<file path="config.mk">
export PLATFORM = sky130hd
export DESIGN_NAME = dmem_arbiter_flat
export DESIGN_NICKNAME = d
export VERILOG_FILES = /design/src/rtl/dmem_arbiter_if.sv /design/src/rtl/dmem_arbiter.sv /design/src/flat_wrapper.sv
export SDC_FILE = /design/constraint.sdc
export NUM_CORES = 1
export LEC_CHECK = 0
export CORE_MARGIN = 10
export CORE_UTILIZATION = 41
export CTS_CLUSTER_DIAMETER = 200
export DETAILED_ROUTE_END_ITERATION = 16
export PLACE_DENSITY = 0.81
export SLEW_MARGIN = 20
export SYNTH_ARGS = -nofsm -noshare
export SYNTH_HDL_FRONTEND = slang
export SYNTH_SLANG_ARGS = --single-unit
</file>
<file path="constraint.sdc">
create_clock -name clock -period 2.1 [get_ports clock]
set_input_delay 0.315 -clock clock [delete_from_list [all_inputs] [get_ports clock]]
set_output_delay 0.315 -clock clock [all_outputs]
set_load 0.02 [all_outputs]
</file>
<file path="src/rtl/dmem_arbiter_if.sv">
//------------------------------------------------------------------------------
// dmem_arbiter_if
// Bundles the requester-side handshakes (m0 = CPU data path, m1 = loader /
// debug port), the data-RAM command/response signals and the busy flag that
// dmem_arbiter drives.
//   slave  : arbiter view (requests and mem_rdata in; grants, dones, read data,
//            memory command and busy out)
//   master : environment view (requesters plus memory), directions reversed
//------------------------------------------------------------------------------
`timescale 1ns/1ps
interface dmem_arbiter_if #(
  parameter int ADDR_W = 32,
  parameter int DATA_W = 32
);
  logic              m0_req;
  logic              m1_req;
  logic              m0_we;
  logic              m1_we;
  logic [ADDR_W-1:0] m0_addr;
  logic [ADDR_W-1:0] m1_addr;
  logic [DATA_W-1:0] m0_wdata;
  logic [DATA_W-1:0] m1_wdata;
  logic              m0_gnt;
  logic              m1_gnt;
  logic              m0_done;
  logic              m1_done;
  logic [DATA_W-1:0] m0_rdata;
  logic [DATA_W-1:0] m1_rdata;
  logic              mem_en;
  logic              mem_we;
  logic [ADDR_W-1:0] mem_addr;
  logic [DATA_W-1:0] mem_wdata;
  logic [DATA_W-1:0] mem_rdata;
  logic              busy;

  modport slave (
    input  m0_req, m1_req, m0_we, m1_we, m0_addr, m1_addr,
           m0_wdata, m1_wdata, mem_rdata,
    output m0_gnt, m1_gnt, m0_done, m1_done, m0_rdata, m1_rdata,
           mem_en, mem_we, mem_addr, mem_wdata, busy
  );

  modport master (
    output m0_req, m1_req, m0_we, m1_we, m0_addr, m1_addr,
           m0_wdata, m1_wdata, mem_rdata,
    input  m0_gnt, m1_gnt, m0_done, m1_done, m0_rdata, m1_rdata,
           mem_en, mem_we, mem_addr, mem_wdata, busy
  );
endinterface

</file>
<file path="src/rtl/dmem_arbiter.sv">
//------------------------------------------------------------------------------
// dmem_arbiter
// Two-requester arbiter and sequencer for the single-port data RAM behind
// nanocpu. One access at a time: grant, one-cycle registered memory command,
// fixed MEM_LATENCY wait, then a one-cycle done pulse (with read data on a
// read) to the owning requester.
// Ports:
//   clock      rising-edge clock
//   not_reset  asynchronous active-low reset
//   bus        dmem_arbiter_if.slave: m0/m1 req/we/addr/wdata in,
//              m0/m1 gnt/done/rdata out, mem_en/we/addr/wdata out,
//              mem_rdata in, busy out
// Parameters: ADDR_W, DATA_W, MEM_LATENCY (1..15)
// Build option: define ARB_ROUND_ROBIN_EN for round-robin tie-breaking;
//   otherwise m0 has fixed priority on simultaneous requests.
//------------------------------------------------------------------------------
`timescale 1ns/1ps
module dmem_arbiter #(
  parameter int ADDR_W      = 32,
  parameter int DATA_W      = 32,
  parameter int MEM_LATENCY = 1
) (
  input  logic           clock,
  input  logic           not_reset,
  dmem_arbiter_if.slave  bus
);

  localparam int unsigned CNT_W = 4;

  typedef enum logic {
    IDLE,
    WAIT
  } state_t;

  state_t            state_q;
  logic [CNT_W-1:0]  cnt_q;
  logic              owner_q;        // 0 = m0, 1 = m1
  logic              mem_en_q;
  logic              mem_we_q;
  logic [ADDR_W-1:0] mem_addr_q;
  logic [DATA_W-1:0] mem_wdata_q;
  logic              gnt0_q;
  logic              gnt1_q;
  logic              done0_q;
  logic              done1_q;
  logic [DATA_W-1:0] rdata0_q;
  logic [DATA_W-1:0] rdata1_q;
`ifdef ARB_ROUND_ROBIN_EN
  logic              last_q;         // master served by the most recent grant
`endif

  logic grant_d;
  logic pick_m1_d;

  always_comb begin
    grant_d = bus.m0_req | bus.m1_req;
`ifdef ARB_ROUND_ROBIN_EN
    // On a tie, m1 wins only if m0 was served last.
    pick_m1_d = bus.m1_req & (~bus.m0_req | ~last_q);
`else
    pick_m1_d = bus.m1_req & ~bus.m0_req;
`endif
  end

  always_ff @(posedge clock or negedge not_reset) begin
    if (!not_reset) begin
      state_q     <= IDLE;
      cnt_q       <= '0;
      owner_q     <= 1'b0;
      mem_en_q    <= 1'b0;
      mem_we_q    <= 1'b0;
      mem_addr_q  <= '0;
      mem_wdata_q <= '0;
      gnt0_q      <= 1'b0;
      gnt1_q      <= 1'b0;
      done0_q     <= 1'b0;
      done1_q     <= 1'b0;
      rdata0_q    <= '0;
      rdata1_q    <= '0;
`ifdef ARB_ROUND_ROBIN_EN
      last_q      <= 1'b1;
`endif
    end else begin
      case (state_q)
        IDLE: begin
          done0_q <= 1'b0;
          done1_q <= 1'b0;
          if (grant_d) begin
            owner_q     <= pick_m1_d;
            gnt0_q      <= ~pick_m1_d;
            gnt1_q      <= pick_m1_d;
            mem_en_q    <= 1'b1;
            mem_we_q    <= pick_m1_d ? bus.m1_we    : bus.m0_we;
            mem_addr_q  <= pick_m1_d ? bus.m1_addr  : bus.m0_addr;
            mem_wdata_q <= pick_m1_d ? bus.m1_wdata : bus.m0_wdata;
            cnt_q       <= CNT_W'(MEM_LATENCY);
            state_q     <= WAIT;
`ifdef ARB_ROUND_ROBIN_EN
            last_q      <= pick_m1_d;
`endif
          end
        end
        WAIT: begin
          mem_en_q <= 1'b0;
          gnt0_q   <= 1'b0;
          gnt1_q   <= 1'b0;
          if (cnt_q == '0) begin
            // mem_rdata is valid in this cycle; mem_we_q still holds the
            // direction of the access in flight.
            state_q <= IDLE;
            done0_q <= ~owner_q;
            done1_q <= owner_q;
            if (!mem_we_q) begin
              if (owner_q) rdata1_q <= bus.mem_rdata;
              else         rdata0_q <= bus.mem_rdata;
            end
          end else begin
            cnt_q <= cnt_q - 1'b1;
          end
        end
        default: state_q <= IDLE;
      endcase
    end
  end

  assign bus.m0_gnt    = gnt0_q;
  assign bus.m1_gnt    = gnt1_q;
  assign bus.m0_done   = done0_q;
  assign bus.m1_done   = done1_q;
  assign bus.m0_rdata  = rdata0_q;
  assign bus.m1_rdata  = rdata1_q;
  assign bus.mem_en    = mem_en_q;
  assign bus.mem_we    = mem_we_q;
  assign bus.mem_addr  = mem_addr_q;
  assign bus.mem_wdata = mem_wdata_q;
  assign bus.busy      = (state_q == WAIT);

endmodule

</file>
<file path="src/flat_wrapper.sv">
// flat-port wrapper written by rule: the top's interface ports become plain ports
module dmem_arbiter_flat 
#(
  parameter int ADDR_W      = 32,
  parameter int DATA_W      = 32,
  parameter int MEM_LATENCY = 1
)
  (clock, not_reset, bus_m0_req, bus_m1_req, bus_m0_we, bus_m1_we, bus_m0_addr, bus_m1_addr, bus_m0_wdata, bus_m1_wdata, bus_mem_rdata, bus_m0_gnt, bus_m1_gnt, bus_m0_done, bus_m1_done, bus_m0_rdata, bus_m1_rdata, bus_mem_en, bus_mem_we, bus_mem_addr, bus_mem_wdata, bus_busy);
  dmem_arbiter_if #(.ADDR_W(ADDR_W), .DATA_W(DATA_W)) bus_i ();
  input  logic clock;
  input  logic not_reset;
  input wire logic [$bits(bus_i.m0_req)-1:0] bus_m0_req;
  input wire logic [$bits(bus_i.m1_req)-1:0] bus_m1_req;
  input wire logic [$bits(bus_i.m0_we)-1:0] bus_m0_we;
  input wire logic [$bits(bus_i.m1_we)-1:0] bus_m1_we;
  input wire logic [$bits(bus_i.m0_addr)-1:0] bus_m0_addr;
  input wire logic [$bits(bus_i.m1_addr)-1:0] bus_m1_addr;
  input wire logic [$bits(bus_i.m0_wdata)-1:0] bus_m0_wdata;
  input wire logic [$bits(bus_i.m1_wdata)-1:0] bus_m1_wdata;
  input wire logic [$bits(bus_i.mem_rdata)-1:0] bus_mem_rdata;
  output wire logic [$bits(bus_i.m0_gnt)-1:0] bus_m0_gnt;
  output wire logic [$bits(bus_i.m1_gnt)-1:0] bus_m1_gnt;
  output wire logic [$bits(bus_i.m0_done)-1:0] bus_m0_done;
  output wire logic [$bits(bus_i.m1_done)-1:0] bus_m1_done;
  output wire logic [$bits(bus_i.m0_rdata)-1:0] bus_m0_rdata;
  output wire logic [$bits(bus_i.m1_rdata)-1:0] bus_m1_rdata;
  output wire logic [$bits(bus_i.mem_en)-1:0] bus_mem_en;
  output wire logic [$bits(bus_i.mem_we)-1:0] bus_mem_we;
  output wire logic [$bits(bus_i.mem_addr)-1:0] bus_mem_addr;
  output wire logic [$bits(bus_i.mem_wdata)-1:0] bus_mem_wdata;
  output wire logic [$bits(bus_i.busy)-1:0] bus_busy;
  assign bus_i.m0_req = bus_m0_req;
  assign bus_i.m1_req = bus_m1_req;
  assign bus_i.m0_we = bus_m0_we;
  assign bus_i.m1_we = bus_m1_we;
  assign bus_i.m0_addr = bus_m0_addr;
  assign bus_i.m1_addr = bus_m1_addr;
  assign bus_i.m0_wdata = bus_m0_wdata;
  assign bus_i.m1_wdata = bus_m1_wdata;
  assign bus_i.mem_rdata = bus_mem_rdata;
  assign bus_m0_gnt = bus_i.m0_gnt;
  assign bus_m1_gnt = bus_i.m1_gnt;
  assign bus_m0_done = bus_i.m0_done;
  assign bus_m1_done = bus_i.m1_done;
  assign bus_m0_rdata = bus_i.m0_rdata;
  assign bus_m1_rdata = bus_i.m1_rdata;
  assign bus_mem_en = bus_i.mem_en;
  assign bus_mem_we = bus_i.mem_we;
  assign bus_mem_addr = bus_i.mem_addr;
  assign bus_mem_wdata = bus_i.mem_wdata;
  assign bus_busy = bus_i.busy;
  dmem_arbiter #(.ADDR_W(ADDR_W), .DATA_W(DATA_W), .MEM_LATENCY(MEM_LATENCY)) u_core (.clock(clock), .not_reset(not_reset), .bus(bus_i));
endmodule
</file>
==> results.md, run 1 <==
- Fin crit share: ~93%
- Setup TNS: 0 ns
- Initial antenna violation count: 1
- Via count: a little under 5,000
- IO Port Bufs: 300
- Clock transition at path regs: roughly 0.060 ns
- Outcome: finished, final reports clean
- DR WL met3: 2.03 mm
- Pin count of the biggest net entering global routing: 84
- Lkg Pwr: around 4.3 nW
- Slowest cell delay on critical path: around 0.43 ns
- Post-synthesis sequential area ratio: a little under 60%
- Final HPWL DP: about 15 mm
- Critical path required time: 2.39 ns
- Drt pass-1 iters: 4
- Crit path launch type: flop
- DR DRC count: 0
- Worst-path maximum fanout: 32
- Die Y: approximately 140 um
- Register Area: about 3500 um2
- Mux cell area share after synthesis: 24.9%
- Uppermost layer routed: met4
- Wl on met1: between 7 and 8 mm
- Post-synthesis cell type count: 32
- Endpoint type of the worst setup path: flop
- Setup bufs post-CTS: 0
- Drt total wl: about 19 mm
- CTS root buf: clkbuf_16
- Cell Chain, Critical Path: inv_1 > ha_1 > and2b_1 > nand3_4 > mux2_2
- Post-Synth Simple-Gate Area: 6.56%
- Final net count: around 950
- Xor/xnor share of the synthesized area: 0%
- YS warnings: 0
- Hold Crit Class: in -> async
- Kind of critical path: reg -> reg
- Commonest non-fill, non-tap cell in the layout: clkdlybuf4s50_1
- First-pass GRT wire length: approximately 30 mm
- Count of final hold-check violations: 0
- Clock insertion delay at the later pin of the skew report: roughly 0.4 ns
- Initial Utilization: 41.7%
- Multi-input gate area: between 2000 and 2500 um2
- Worst vdd ir: around 0.61 mV
- Top cell type's share of synthesized area: between 50 and 60%
- Commonest non-fill, non-tap cells in the layout: clkdlybuf4s50_1 (299), dfrtp_1 (140), nand2_1 (68)
- Synth Register Bits: 140
- Main combinational cell family by area after synthesis: multiplexers
- Compound-gate portion of the synthesized area: roughly 6.5%
- DIE WIDTH: 141 um
- Synth Area per Inst: approximately 13 um2
- Area delta synth->final: 63.8%
- Dpl ws: about 0.13 ns
- Core Util, Final: 68.4%
- Final worst slack: about 0.14 ns
- Vias in the first global route: 5,325
- Arrival time at the worst endpoint: 2.25 ns
- Net Count, Synth: roughly 640
- Slew margin rel.: roughly 68%
- Synth Area in Adders: less than 1%
- Core area: 14,500 um2
- Ports: about 300
- Critical path depth: 5
- Dominant cells by area after synthesis: dfrtp_1 (58%), mux2i_1 (11%), mux2_4 (7.5%)
- Final setup violation count: 0
- PwrDens: 1530 nW/um2
- Core Rows: 44
- Placer Congestion: a little over 0.8
- Worst reg2reg path depth: 5
- Mapped Cells: ~470
- Fin. max-slew vios: 0
- Max-cap check violation count: 0
- Total GRT Usage: a little under a fifth
- Worst Tran Pin Value: about 0.48 ns
- Buf/Inv on CP: 1
- Metal2 WL: 9.31 mm
- Delay-heaviest family, CP: simple AND/OR/NAND/NOR gates
- Post-layout min period: between 1.5 and 2 ns
- Clock Path Buffers: 2
- Clk sinks: 140
- RSZ-0062 raised after global routing: no
- Max Clock Skew: between 0.006 and 0.007 ns
- Fmax: between 500 and 600 MHz
- H-tree depth: 4
- CTS tree: done
- Largest area contributor in the netlist: dfrtp_1
- Vias per cell: roughly 4.9
- Cell area after synthesis: slightly above 6000 um2
- Final ANT Viol Nets: 0
- Total gr overflow: 0
- Slowest CP cell: mux2_2
- Layout cells sized above 1: around 15%
- CTS Buf Count: 17
- WL/cell: between 15 and 20 um
- Iter 0 DRT Violations: ~250
- FILL cells: just over 1,000
- Die Footprint: 20,000 um2
==> cells in the mapped netlist (all sizes together) <==
library cell	count
and2b	2
o21bai	1
nor3b	1
o21ai	66
a21oi	6
clkbuf	7
inv	5
nor2	8
nand4b	2
nand3	1
nor2b	1
nand2	68
nand4	1
dfrtp	140
mux2	64
o211ai	1
o41ai	1
o21ba	1
buf	21
nor3	3
ha	1
mux2i	67
nand2b	1
==> layer usage <==
metal  vias up  track usage [%]
met5         -                0
met3        26             9.18
met2       225             30.7
met4         0             6.13
met1      2291             21.3
li1       2263                -
==> final timing paths <==
kind                                          from                       end  slack (ns)
setup / recovery                   u_core.cnt_q[0]    u_core.bus.m0_rdata[1]        0.14
hold / removal                           not_reset   u_core.bus.m1_rdata[18]        0.42
setup reg to reg                   u_core.cnt_q[0]    u_core.bus.m0_rdata[1]        0.14
hold reg to reg            u_core.bus.mem_addr[26]   u_core.bus.mem_addr[26]        0.48
max in group asynchronous                not_reset  u_core.bus.mem_wdata[30]        1.05
min in group clock         u_core.bus.mem_addr[26]   u_core.bus.mem_addr[26]        0.48
==> sequential cells by signal, summed over array words and instances (netlist names) <==
register / cells
u_core.bus.m1_rdata: 32
u_core.bus.m1_gnt: 1
u_core.bus.mem_we: 1
u_core.bus.mem_en: 1
u_core.bus.m0_gnt: 1
u_core.bus.busy: 1
u_core.bus.mem_addr: 32
u_core.owner_q: 1
u_core.bus.mem_wdata: 32
u_core.bus.m0_done: 1
u_core.cnt_q: 4
u_core.bus.m0_rdata: 32
u_core.bus.m1_done: 1
==> cell type report <==
class / instances / area share (%)
Sequential cell: 140 / 35.4
Timing Repair Buffer: 320 / 32.8
Multi-Input combinational cell: 296 / 23.5
Clock buffer: 18 / 4.33
Tap cell: 184 / 2.33
Clock inverter: 14 / 1.47
Inverter: 5 / 0.190
Antenna cell: 1 / 0.0253
==> logic make-up after synthesis <==
| kind of cell | Yosys count |
|---|---|
| AO/OA/AOI/OAI | 76 |
| multiplexers | 131 |
| flip-flops | 140 |
| buffers and inverters | 33 |
| AND/OR/NAND/NOR | 88 |
| adder cells (fa/ha/maj) | 1 |
==> metrics by stage <==
step	instance area, um2	total power [W]	hold slack [ns]	cells
2_1_floorplan	6040	0.00856	0.0194	469
3_3_place_gp	9310	0.0121	0.289	944
3_5_place_dp	9310	0.0124	0.293	944
4_1_cts	9890	0.0154	0.418	977
5_1_grt	9900	0.0160	0.443	977
6_report	9900	0.0152	0.419	978
==> what timing repair did <==
action                                  4_1_cts  5_1_grt
endpoints found under the hold margin        46        0
endpoints found under the setup margin        0        1
hold buffers                                  1        0
gates resized for setup                       0        1
==> worst register-to-register path: cells and delay by family, from the launching register on <==
| kind | cells | cell delay (ns) |
|---|---|---|
| adders and majority gates | 1 | 0.24 |
| buffers and inverters | 1 | 0.11 |
| DFF | 1 | 0.39 |
| muxes | 1 | 0.44 |
| and+or+nand+nor | 2 | 0.65 |
==> power breakdown <==
part	switching, W	total (W)	leakage, nW	internal (W)
combinational	0.00363	0.00744	2.34	0.00380
sequential	0.000802	0.00484	1.69	0.00404
clock	0.00115	0.00290	0.273	0.00175
(Power assumes the default switching activity.)
==> run 2, diff against run 1 <==
HOLD_SLACK_MARGIN = 0.02   (was not set)
==> results of run 2 <==
Final layout, timing and power as in run 1 (identical DEF).
==> run 3, diff against run 2 <==
CORE_UTILIZATION = 40   (was 41)
GPL_ROUTABILITY_DRIVEN = 0   (was not set)
PLACE_DENSITY = 0.79   (was 0.81)
==> run 3 against run 2 <==
  * Register-to-register slack about the same
  * Setup slack got worse by 0.019 ns
  * Final area increased by 0.30%
  * Combinational power decreased by 1%
  * Critical path depth decreased by 4
  * Clock-buffer cell count increased by 2
  * First-iteration DRC count decreased by 34%
  * Routed wire length decreased by 0.61%
==> results.md, run 3 (synthesis results as in run 1) <==
- Slowest CP cell: clkdlybuf4s50_1
- PwrDens: 1540 nW/um2 (+0.55%)
- Arrival time at the worst endpoint: 1.66 ns (-0.59 ns)
- Net Switching: 0.00555 W (-0.59%)
- Commonest non-fill, non-tap cell in the layout: clkdlybuf4s50_1
- Cell Chain, Critical Path: clkdlybuf4s50_1
- Via count: 4,773 (-0.67%)
- CTS Buf Count: 17 (unchanged)
- Cell area after layout: 9930 um2 (+0.30%)
- Delay-heaviest family, CP: buffers and inverters
- Clock insertion delay at the later pin of the skew report: 0.42 ns (about the same)
- Drt total wl: 19.0 mm (-0.61%)
- Crit path launch type: flop
- CTS tree: done
- DIE WIDTH: 143 um (+1.1%)
- Clock group share of total power: 20.2% (+1.1 points)
- CTS root buf: clkbuf_16
- Commonest non-fill, non-tap cells in the layout: clkdlybuf4s50_1 (299), dfrtp_1 (140), nand2_1 (68)
- Iter 0 DRT Violations: 163 (-34%)
- Max Clock Skew: 0.0101 ns (+0.00319 ns)
- Fin crit share: 94.1% (+0.91 points)
- Worst-path maximum fanout: 11 (-66%)
- Switching share of power: 36.3% (-0.53 points)
- Slew margin rel.: 66.7% (-1.1 points)
- Initial antenna violation count: 1 (unchanged)
- Fin. max-slew vios: 0 (unchanged)
- Post-layout min period: 1.98 ns (+0.0192 ns)
- Drt pass-1 iters: 4 (unchanged)
- Worst reg2reg path depth: 5 (unchanged)
- Vias per cell: 4.88 (-0.67%)
- Max-cap check violation count: 0 (unchanged)
- Initial Utilization: 41.3% (-0.47 points)
- Final worst slack: 0.123 ns (-0.0192 ns)
- Worst Tran Pin Value: 0.500 ns (+0.0161 ns)
- Die Footprint: 20,400 um2 (+2.1%)
- Pint: 0.00976 W (+1.7%)
- Lkg Pwr: 4.32 nW (+0.48%)
- Clock Path Buffers: 2 (unchanged)
- Logic pwr share: 48.0% (-1.0 points)
- PostCTS Resize Cnt: 0 (unchanged)
- Final net count: 948 (+0.11%)
- Final HPWL DP: 15.2 mm (+0.54%)
- Dpl ws: 0.146 ns (+0.0205 ns)
- Setup bufs post-CTS: 0 (unchanged)
- Total GRT Usage: 18.4% (-0.48 points)
- Dpl cell area: 9310 um2 (about the same)
- DR DRC count: 0 (unchanged)
- First-pass GRT wire length: 29.0 mm (-3.2%)
- Endpoint type of the worst setup path: primary output
- Setup TNS: 0 ns (unchanged)
- Clock transition at path regs: 0.06 ns (about the same)
- H-tree depth: 4 (unchanged)
- Hold Crit Class: in -> async
- Reg2reg start: u_core.cnt_q[0]
- Sequential Power Share: 31.8% (about the same)
- FILL cells: 1,020 (-1.1%)
- IO Port Bufs: 300 (unchanged)
- WL/cell: 19.5 um (-0.61%)
- Final ANT Viol Nets: 0 (unchanged)
- Kind of critical path: reg -> out
- Core Util, Final: 67.8% (-0.57 points)
- Slowest cell delay on critical path: 0.69 ns (+0.26 ns)
- Pin count of the biggest net entering global routing: 91 (+8.3%)
- Area delta synth->final: 64.3%
- Layout cells sized above 1: 15.2% (-0.019 points)
- Ports: 301 (unchanged)
- Fmax: 506 MHz (-0.97%)
- R2r endpoint: u_core.bus.m0_rdata[28]
- Count of final hold-check violations: 0 (unchanged)
- Worst vdd ir: 0.609 mV (-0.94%)
- Core Rows: 44 (unchanged)
- Die Y: 143 um (+1.1%)
- Vias in the first global route: 5,143 (-3.4%)
- Outcome: finished, final reports clean
- Total gr overflow: 0 (unchanged)
- Final setup violation count: 0 (unchanged)
- RSZ-0062 raised after global routing: no
- Critical path required time: 1.78 ns (-0.61 ns)
- FF-to-FF setup slack: 0.15 ns (about the same)
- Clk sinks: 140 (unchanged)
- Buf/Inv on CP: 1 (unchanged)
- Core area: 14,600 um2 (+1.1%)
- # diodes: 0 (-1)
run 3: worst max-delay path by stage:
stage | from | endpoint | slack [ns] | cells past startpoint
after global placement | u_core.cnt_q[0] | u_core.bus.m0_rdata[28] | 0.20 | 5
after detailed placement | u_core.cnt_q[0] | u_core.bus.m0_rdata[28] | 0.15 | 5
after CTS | u_core.bus.busy | bus_busy | 0.09 | 1
final | u_core.bus.busy | bus_busy | 0.12 | 1
after global routing | u_core.cnt_q[0] | u_core.bus.m0_rdata[28] | 0.01 | 5
after floorplan | u_core.cnt_q[0] | u_core.bus.m1_rdata[0] | 0.48 | 6
run 3: repair_timing:
item                                   CTS  global route
hold buffers                             1             0
setup endpoints to repair                0             1
endpoints found under the hold margin   46             0
run 3: area by class of cell:
type / count / area, um2 / share of cell area [%]
Clock buffer: 20 / 457 / 4.60
Clock inverter: 12 / 159 / 1.60
Inverter: 5 / 18.8 / 0.189
Multi-Input combinational cell: 296 / 2320 / 23.4
Sequential cell: 140 / 3500 / 35.3
Tap cell: 184 / 230 / 2.32
Timing Repair Buffer: 321 / 3240 / 32.6
run 3: through the flow:
stage / hold slack (ns) / total power [W] / cells
2_1_floorplan: 0.0194 / 0.00856 / 469
3_3_place_gp: 0.291 / 0.0121 / 945
3_5_place_dp: 0.298 / 0.0123 / 945
4_1_cts: 0.419 / 0.0155 / 978
5_1_grt: 0.450 / 0.0162 / 978
6_report: 0.408 / 0.0153 / 978
run 3: power by group through the flow:
| stage | combinational [W] | clock [W] | sequential [W] |
|---|---|---|---|
| floorplan | 0.00222 | 0 | 0.00634 |
| finish | 0.00736 | 0.00309 | 0.00487 |
| global placement | 0.00730 | 0 | 0.00481 |
| global route | 0.00786 | 0.00328 | 0.00503 |
| CTS | 0.00747 | 0.00317 | 0.00487 |
| detailed placement | 0.00744 | 0 | 0.00488 |
run 3: routing by layer:
layer	global-route usage (%)	routed length, um	vias up
li1	-	-	2259
met2	30.0	9110	224
met1	19.4	7140	2265
met5	0	13	-
met3	10.6	2450	23
met4	6.79	336	2
